### config.mk
export PLATFORM = sky130hd
export DESIGN_NAME = shot_game_ctrl_flat
export DESIGN_NICKNAME = d
export VERILOG_FILES = /design/src/rtl/shot_game_ctrl_if.sv /design/src/rtl/shot_game_ctrl.sv /design/src/flat_wrapper.sv
export SDC_FILE = /design/constraint.sdc
export NUM_CORES = 1
export LEC_CHECK = 0
export ABC_AREA = 1
export BUFFER_PORTS_ARGS = -buffer_cell sky130_fd_sc_hd__buf_2
export CAP_MARGIN = 30
export CORE_ASPECT_RATIO = 1.5
export CORE_MARGIN = 3
export CORE_UTILIZATION = 35
export CTS_CLUSTER_SIZE = 30
export DETAILED_ROUTE_END_ITERATION = 16
export PLACE_DENSITY_LB_ADDON = 0.3
export RECOVER_POWER = 50
export SYNTH_ARGS = -nofsm -noshare
export SYNTH_HDL_FRONTEND = slang
export SYNTH_SLANG_ARGS = --single-unit
### constraint.sdc
create_clock -name CLK100MHZ -period 4 [get_ports CLK100MHZ]
set_input_delay 0.6 -clock CLK100MHZ [delete_from_list [all_inputs] [get_ports CLK100MHZ]]
set_output_delay 0.6 -clock CLK100MHZ [all_outputs]
set_load 0.01 [all_outputs]
### src/rtl/shot_game_ctrl_if.sv
// Signal bundle between the shot-game controller and its surroundings:
// the tick, button and shot-clock inputs plus the score/state outputs.
interface shot_game_ctrl_if;
    logic       tick_1hz;
    logic       shoot;
    logic       make;
    logic       clock_zero;
    logic       clock_load;
    logic [7:0] score_bcd;
    logic [7:0] attempts_bcd;
    logic [2:0] state;
    logic       violation;
    logic       made;

    modport master (
        output tick_1hz, shoot, make, clock_zero,
        input  clock_load, score_bcd, attempts_bcd, state, violation, made
    );

    modport slave (
        input  tick_1hz, shoot, make, clock_zero,
        output clock_load, score_bcd, attempts_bcd, state, violation, made
    );
endinterface

### src/rtl/shot_game_ctrl.sv
// Shot-game controller: sequences shot clock, release, make window and hold,
// keeping saturating two-digit BCD score and attempt counters.
module shot_game_ctrl #(
    parameter int unsigned POINTS_PER_MAKE = 2,
    parameter int unsigned FLIGHT_TICKS    = 3,
    parameter int unsigned HOLD_TICKS      = 2
) (
    input  logic            CLK100MHZ,
    input  logic            rst_n,
    shot_game_ctrl_if.slave gif
);
    localparam int unsigned     MAX_TICKS   = (FLIGHT_TICKS > HOLD_TICKS) ? FLIGHT_TICKS : HOLD_TICKS;
    localparam int unsigned     CNT_W       = $clog2(MAX_TICKS + 1);
    localparam logic [CNT_W-1:0] FLIGHT_LAST = CNT_W'(FLIGHT_TICKS - 1);
    localparam logic [CNT_W-1:0] HOLD_LAST   = CNT_W'(HOLD_TICKS - 1);
    localparam logic [1:0]       POINTS      = 2'(POINTS_PER_MAKE);

    typedef enum logic [2:0] {
        IDLE   = 3'd0,
        LOAD   = 3'd1,
        RUN    = 3'd2,
        FLIGHT = 3'd3,
        RESULT = 3'd4,
        VIOL   = 3'd5
    } state_e;

    state_e           state_q, state_d;
    logic [CNT_W-1:0] cnt_q, cnt_d;
    logic [7:0]       score_q, score_d;
    logic [7:0]       attempts_q, attempts_d;
    logic             clock_load_q, clock_load_d;
    logic             made_q, made_d;
    logic             violation_q, violation_d;

    // Add via binary so the result is always two valid digits, clamped at 99.
    function automatic logic [7:0] bcd_add_sat(input logic [7:0] bcd, input logic [1:0] inc);
        logic [6:0] bin;
        bin = 7'(bcd[7:4]) * 7'd10 + 7'(bcd[3:0]) + 7'(inc);
        if (bin > 7'd99) bin = 7'd99;
        return {4'(bin / 7'd10), 4'(bin % 7'd10)};
    endfunction

    always_comb begin
        // NOTE: every _d gets a default first so no path leaves it unassigned (no latches).
        state_d      = state_q;
        cnt_d        = cnt_q;
        score_d      = score_q;
        attempts_d   = attempts_q;
        clock_load_d = 1'b0;
        made_d       = made_q;

        case (state_q)
            IDLE: begin
                if (gif.shoot) begin
                    state_d      = LOAD;
                    clock_load_d = 1'b1;
                end
            end
            LOAD: begin
                if (!gif.clock_zero) state_d = RUN;
            end
            RUN: begin
                // The buzzer beats a simultaneous release.
                if (gif.clock_zero) begin
                    state_d = VIOL;
                end else if (gif.shoot) begin
                    attempts_d = bcd_add_sat(attempts_q, 2'd1);
                    state_d    = FLIGHT;
                end
            end
            FLIGHT: begin
                if (gif.make) begin
                    score_d = bcd_add_sat(score_q, POINTS);
                    made_d  = 1'b1;
                    state_d = RESULT;
                end else if (gif.tick_1hz) begin
                    if (cnt_q == FLIGHT_LAST) begin
                        made_d  = 1'b0;
                        state_d = RESULT;
                    end else begin
                        cnt_d = cnt_q + CNT_W'(1);
                    end
                end
            end
            RESULT, VIOL: begin
                if (gif.tick_1hz) begin
                    if (cnt_q == HOLD_LAST) state_d = IDLE;
                    else                    cnt_d   = cnt_q + CNT_W'(1);
                end
            end
            default: state_d = IDLE;
        endcase

        if (state_d != state_q) cnt_d  = '0;
        if (state_d != RESULT)  made_d = 1'b0;
        violation_d = (state_d == VIOL);
    end

    // NOTE: sequential state uses non-blocking assignments so all flops update together.
    always_ff @(posedge CLK100MHZ) begin
        if (!rst_n) begin
            state_q      <= IDLE;
            cnt_q        <= '0;
            score_q      <= 8'h00;
            attempts_q   <= 8'h00;
            clock_load_q <= 1'b0;
            made_q       <= 1'b0;
            violation_q  <= 1'b0;
        end else begin
            state_q      <= state_d;
            cnt_q        <= cnt_d;
            score_q      <= score_d;
            attempts_q   <= attempts_d;
            clock_load_q <= clock_load_d;
            made_q       <= made_d;
            violation_q  <= violation_d;
        end
    end

    assign gif.state        = state_q;
    assign gif.score_bcd    = score_q;
    assign gif.attempts_bcd = attempts_q;
    assign gif.clock_load   = clock_load_q;
    assign gif.made         = made_q;
    assign gif.violation    = violation_q;
endmodule

### src/flat_wrapper.sv
// flat-port wrapper written by rule: the top's interface ports become plain ports
module shot_game_ctrl_flat 
#(
    parameter int unsigned POINTS_PER_MAKE = 2,
    parameter int unsigned FLIGHT_TICKS    = 3,
    parameter int unsigned HOLD_TICKS      = 2
)
  (CLK100MHZ, rst_n, gif_tick_1hz, gif_shoot, gif_make, gif_clock_zero, gif_clock_load, gif_score_bcd, gif_attempts_bcd, gif_state, gif_violation, gif_made);
  shot_game_ctrl_if gif_i ();
  input  logic CLK100MHZ;
  input  logic rst_n;
  input wire logic [$bits(gif_i.tick_1hz)-1:0] gif_tick_1hz;
  input wire logic [$bits(gif_i.shoot)-1:0] gif_shoot;
  input wire logic [$bits(gif_i.make)-1:0] gif_make;
  input wire logic [$bits(gif_i.clock_zero)-1:0] gif_clock_zero;
  output wire logic [$bits(gif_i.clock_load)-1:0] gif_clock_load;
  output wire logic [$bits(gif_i.score_bcd)-1:0] gif_score_bcd;
  output wire logic [$bits(gif_i.attempts_bcd)-1:0] gif_attempts_bcd;
  output wire logic [$bits(gif_i.state)-1:0] gif_state;
  output wire logic [$bits(gif_i.violation)-1:0] gif_violation;
  output wire logic [$bits(gif_i.made)-1:0] gif_made;
  assign gif_i.tick_1hz = gif_tick_1hz;
  assign gif_i.shoot = gif_shoot;
  assign gif_i.make = gif_make;
  assign gif_i.clock_zero = gif_clock_zero;
  assign gif_clock_load = gif_i.clock_load;
  assign gif_score_bcd = gif_i.score_bcd;
  assign gif_attempts_bcd = gif_i.attempts_bcd;
  assign gif_state = gif_i.state;
  assign gif_violation = gif_i.violation;
  assign gif_made = gif_i.made;
  shot_game_ctrl #(.POINTS_PER_MAKE(POINTS_PER_MAKE), .FLIGHT_TICKS(FLIGHT_TICKS), .HOLD_TICKS(HOLD_TICKS)) u_core (.CLK100MHZ(CLK100MHZ), .rst_n(rst_n), .gif(gif_i));
endmodule
# Word-level counts from Yosys, hierarchy flattened
# Index checks and enable logic that the tools add are counted.
dict set report op_classes {
  addsub 5
  n_mul 2
  div 4
  order_cmp 2
  n_eq_ne 15
  n_mux 27
  bitwise 2
  n_reduce_logical 12
}
# cell n
set ops {}
lappend ops {{$mux 7} 7}
lappend ops {{$mux 3} 9}
lappend ops {{$pmux 3 s5} 1}
lappend ops {{$add 7x4->7} 2}
lappend ops {{$div 7x4->7 const B} 2}
lappend ops {{$gt 7x7->1 const B} 2}
lappend ops {{$mod 7x4->7 const B} 2}
lappend ops {{$mul 4x3->6 const B} 2}
lappend ops {{$mux 2} 5}
lappend ops {{$ne 2x2->1 const B} 5}
lappend ops {{$eq 3x3->1 const B} 3}
lappend ops {{$add 7x1->7 const B} 1}
lappend ops {{$add 7x2->7 const B} 1}
lappend ops {{$eq 3x2->1 const B} 2}
lappend ops {{$reduce_and 3->1} 2}
lappend ops {{$reduce_and 6->1} 1}
lappend ops {{$reduce_bool 2->1} 3}
lappend ops {{$reduce_or 2->1} 3}
lappend ops {{$mux 1} 4}
lappend ops {{$pmux 2 s2} 1}
lappend ops {{$reduce_and 2->1} 2}
lappend ops {{$eq 3x1->1 const B} 1}
lappend ops {{$logic_not 3->1} 1}
lappend ops {{$ne 3x3->1} 1}
lappend ops {{5 further kinds} 6}
dict set report word_totals {
  register_bits 24
  out_inout_bits 22
}

# Longest topological paths before layout
dict set report logic_depth {
  word_depth 9
  ltp_mapped 36
  mapped_depth_nobuf 36
}

# Worst setup path before layout
# No wires, ideal clock.
dict set report synth_path {
  path_kind {reg2reg}
  from {reg u_core.score_q[4], in the netlist u_core.gif.score_bcd[4]}
  to {reg u_core.score_q[2], in the netlist u_core.gif.score_bcd[2]}
  setup_ps 131
  t_arrival_ps 4104
  required_ps 3869
  slack_ps -235
  stages_incl_launch_ff 35
  path_buffers 0
  cell_sequence {dfxtp_1 -> ha_1 -> ha_1 -> inv_1 -> fa_1 -> inv_1 -> nand2_1 -> nand2_1 -> nand2_1 -> xor2_2 -> nand3_2 -> nand2_1 -> inv_1 -> ha_1 -> o21ai_2 -> nand2_4 -> nand2_4 -> ha_1 -> nand3b_4 -> nand2_4 -> nand2_4 -> nand2_1 -> o21ai_2 -> nand2_2 -> nand2_2 -> nand2_2 -> nand2_1 -> inv_1 -> ha_1 -> nand2_1 -> nand2_2 -> nand2_2 -> nand2_2 -> nand3_2 -> a21oi_2}
}
dict set report synth_via {
  elab_chain_cells 8
}
# item line
set synth_lines {}
lappend synth_lines {{start, declared} shot_game_ctrl.sv:29} ;# logic [7:0] score_q, score_d;
lappend synth_lines {{start signal, assigned} shot_game_ctrl.sv:112} ;# score_q <= score_d;
lappend synth_lines {{$mul 4x3->6 (*)} shot_game_ctrl.sv:38} ;# bin = 7'(bcd[7:4]) * 7'd10 + 7'(bcd[3:0]) + 7'(inc);
lappend synth_lines {{$add 7x4->7 (*)} shot_game_ctrl.sv:38}
lappend synth_lines {{$add 7x2->7 (*)} shot_game_ctrl.sv:38}
lappend synth_lines {{$gt 7x7->1} shot_game_ctrl.sv:39} ;# if (bin > 7'd99) bin = 7'd99;
lappend synth_lines {{$mux 7 (*)} shot_game_ctrl.sv:39}
lappend synth_lines {{$mux 7 (*)} shot_game_ctrl.sv:72} ;# if (gif.make) begin
lappend synth_lines {{$mux 7 (*)} shot_game_ctrl.sv:52} ;# case (state_q)
lappend synth_lines {{$mod 7x4->7 (*)} shot_game_ctrl.sv:40} ;# return {4'(bin / 7'd10), 4'(bin % 7'd10)};
# Mark *: on every way between the ends. The rest lies on a longest branch, timed or not. The select of a mux whose other input is x is not followed.
# A chain may end at the register's enable or synchronous reset.

# Worst setup path in the final report
# Same ends and word-level chain as after synthesis.

==> reports/results.md <==
| Result | Reported | Unit |
|:---|:---|:---|
| Design Area, Final | 3700 | um2 |
| Final cycle utilization of the critical path | 100 | % |
| Vias in the first global route | 2569 | - |
| TritonCTS buffer count | 3 | - |
| Global-route usage over all layers | 15.6 | % |
| Antenna cells | 0 | - |
| Path category of the worst min-delay check | reg -> reg | - |
| Most common cell after layout, fill and taps aside | inv_1 | - |
| Placed cell areas | 3050 | um2 |
| Starting Density | 36.5 | % |
| Relative slew slack | 55.5 | % |
| Max Cap Violations | 0 | - |
| Arrival time reported for the critical path endpoint | 4.21 | ns |
| Fmax | 250 | MHz |
| Crit path to | u_core.gif.score_bcd[2]$_SDFFE_PN0P_ | - |
| Routability cong. | 0.842 | - |
| Combinational cell fraction of total power | 22.4 | % |
| Avg Vias per Cell | 4.75 | - |
| Tightest hold margin | 0.510 | ns |
| Synthesized flop and latch total | 24 | - |
| R2r startpoint | u_core.gif.score_bcd[4]$_SDFFE_PN0P_ | - |
| Post-synth EDFFs | 0 | - |
| Total via count in the routed design | 2582 | - |
| CTS tree | yes | - |
| Commonest cells after routing, fill and taps aside | 57 x inv_1, 49 x nand2_1, 49 x buf_4, 25 x buf_2 | - |
| Total core area | 6990 | um2 |
| # hold bufs at CTS | 0 | - |
| Power density cells | 163 | nW/um2 |
| Die width | 75.7 | um |
| Synthesized net count | 401 | - |
| Post-Syn Instances | 366 | - |
| Maximum level of the CTS H-tree | 1 | - |
| Clock latency of the later-clocked register in the worst-skew pair | 0.28 | ns |
| # setup viols final | 0 | - |
| Setup repair after global routing missed its margin | yes | - |
| Wire length of the first global-routing pass | 10.7 | mm |
| Number of antenna violations at the first check in global routing | 0 | - |
| Crit-path slowest cell | fa_2 | - |
| Final worst clock skew | 0.00968 | ns |
| Vertical die dimension | 111 | um |
| Layout Nets | 483 | - |
| Floorplan row count | 37 | - |
| Clock Path Buffers | 2 | - |
| Run status | complete, no violations | - |
| CP max stage delay | 0.39 | ns |
| Synth-to-layout area growth | 45.3 | % |
| Post-detailed-routing wire length | 6.55 | mm |
| Cell types occupying the most area after synthesis | dfxtp_1 19%, ha_1 12%, inv_1 10% | - |
| Clock input transition at the sequential cells of the worst setup and hold paths | 0.10 | ns |
| Leading area contributor after synthesis | dfxtp_1 | - |
| Leakage Power | 2.01 | nW |
| Switching share of power | 28.3 | % |
| Largest net degree at the start of global routing | 15 | - |
| Number of distinct standard cells referenced by the synthesized netlist | 35 | - |
| Proportion of layout cells with a drive suffix above 1 | 47.0 | % |
| Peak supply drop | 0.000125 | V |
| DR pass1 iterations | 4 | - |
| Routed wire length per instance | 12.0 | um |
| Most used cell, CP | nand2_4 | - |
| Mapped cell area | 2550 | um2 |
| Worst setup path start | u_core.gif.score_bcd[4]$_SDFFE_PN0P_ | - |
| First DRT Iteration DRCs | 65 | - |
| Total die area | 8370 | um2 |
| Startpoint type of the worst setup path | flop | - |
| Count of pins over their slew limit | 0 | - |
| Worst-case reg-to-reg path depth | 33 | - |
| Number of warning messages in the yosys log | 0 | - |
| Hold Vio Cnt, Final | 0 | - |
| DPL Wire Length | 4.98 | mm |
| Count of filler cells inserted in the layout | 655 | - |
| I/O pin count | 28 | - |
| Switching power | 171 | uW |
| Shortest period the worst path allows | 4.00 | ns |
| Total global routing overflow | 0 | - |
| Residual DRC | 0 | - |
| Critical path fanouts, max | 4 | - |
| Avg Synthesized Cell Area | 6.97 | um2 |
| Worst reg-to-reg setup slack | 0.002 | ns |
| Critical path class | reg -> reg | - |
| Fraction of synthesized cell area taken by the top area cell type | 18.8 | % |
| Part of the power in the clock network | 36.5 | % |
| # port buffers | 27 | - |
| Crit Reg-Reg Endpoint | u_core.gif.score_bcd[2]$_SDFFE_PN0P_ | - |
| Fraction of the yosys area taken by sequential cells | 18.8 | % |
| Type of element capturing the critical path | flop | - |
| Critical Path RT | 4.22 | ns |
| Setup TNS | 0 | ns |
| Measured slew at the worst slew-check pin | 0.665 | ns |
| Number of clock sinks | 24 | - |
| Internal power contribution | 434 | uW |
| Post-synthesis async set-or-reset flop share | 0 | % |
| Sequential fraction of design power | 41.1 | % |
| CTS Root Cell | clkbuf_8 | - |
| Post-layout utilization of the core | 53.0 | % |
| Most used DFF post-synth | dfxtp_1 | - |
| Number of routed nets with antenna violations | 0 | - |
[registers in the layout, summed over array words and instances (netlist names)]
signal	flops
u_core.gif.attempts_bcd	8
u_core.gif.score_bcd	8
u_core.gif.state	3
u_core.cnt_q	2
u_core.gif.clock_load	1
u_core.gif.made	1
u_core.gif.violation	1
[per-stage QoR]
step           worst slack (ns)  cells  power [mW]
6_report                0.00186    544       0.605
5_1_grt                  -0.229    544       0.639
4_1_cts                -0.00145    526       0.586
3_5_place_dp             -0.167    514       0.361
3_3_place_gp            -0.0354    514       0.359
2_1_floorplan           -0.0110    366       0.330
[final cells by class]
type	count	area [um2]	share of cell area, %
sequential	24	493	13.3
inverter	75	287	7.73
tap	97	121	3.28
clock buffer	3	41.3	1.11
multi-input combinational	264	2190	59.0
clock inverter	1	30.0	0.811
timing repair buffer	80	546	14.7
[how the worst min path moves through the flow]
stage / start / end / slack, ns / depth (start not counted)
final: u_core.cnt_q[1]$_SDFFE_PP0P_ / u_core.cnt_q[1]$_SDFFE_PP0P_ / 0.51 / 2
after global routing: u_core.cnt_q[1]$_SDFFE_PP0P_ / u_core.cnt_q[1]$_SDFFE_PP0P_ / 0.55 / 2
after CTS: u_core.cnt_q[1]$_SDFFE_PP0P_ / u_core.cnt_q[1]$_SDFFE_PP0P_ / 0.52 / 2
after detailed placement: u_core.cnt_q[1]$_SDFFE_PP0P_ / u_core.cnt_q[1]$_SDFFE_PP0P_ / 0.50 / 2
after global placement: u_core.cnt_q[1]$_SDFFE_PP0P_ / u_core.cnt_q[1]$_SDFFE_PP0P_ / 0.50 / 2
after floorplan: u_core.cnt_q[1]$_SDFFE_PP0P_ / u_core.cnt_q[1]$_SDFFE_PP0P_ / 0.47 / 2
[layer usage]
layer  up-vias  GRT usage (%)  part of all wire [%]
met1      1209           16.1                    37
met4         0           5.02                   1.2
met2        27           30.9                    60
met3         8           1.09                   1.4
met5         -              0                     0
li1       1338              -                     -
[synthesized netlist by cell type, types with 4 or more instances]
master and number:
nand2_4 9, xor2_1 5, nand3_1 21, nor2_1 26, o21ai_0 20, nand4_1 8, ha_1 25, nor3_1 5
a21oi_1 17, nand2_1 62, inv_1 68, fa_1 4, dfxtp_1 24, nand2_2 20, inv_2 7, nand3_2 12
[power by group through the flow]
stage / clock network (mW) / registers, mW / logic [mW]
after floorplan: 0 / 0.257 / 0.0734
after detailed placement: 0 / 0.255 / 0.106
final: 0.221 / 0.249 / 0.135
after global routing: 0.238 / 0.250 / 0.151
after CTS: 0.225 / 0.249 / 0.112
after global placement: 0 / 0.255 / 0.105
[kinds of logic (layout without fill, tap and decap cells)]
family	Yosys count	after routing	share of synthesized area, %
buffers and inverters	78	159	11.5
xor gates and xnor gates	8	8	3.34
adders and majority gates	29	29	15.4
AOI/OAI and AO/OA	51	51	12.2
and+or+nand+nor	176	176	38.7
DFF	24	24	18.8
[worst max-delay path, delay by kind of cell, from the launching register on]
| kind | cells | cell delay (ns) |
|---|---|---|
| fa+ha+maj | 4 | 1.03 |
| xor+xnor | 1 | 0.17 |
| compound gates | 3 | 0.37 |
| flops | 1 | 0.37 |
| simple gates | 18 | 1.42 |
| buf+inv | 7 | 0.58 |
[what timing repair did]
action	4_1_cts	5_1_grt
setup buffers	8	18
gates resized for setup	23	69
pin swaps	18	46
setup endpoints to repair	8	8
Note: power is estimated with default switching activity, not from simulation.
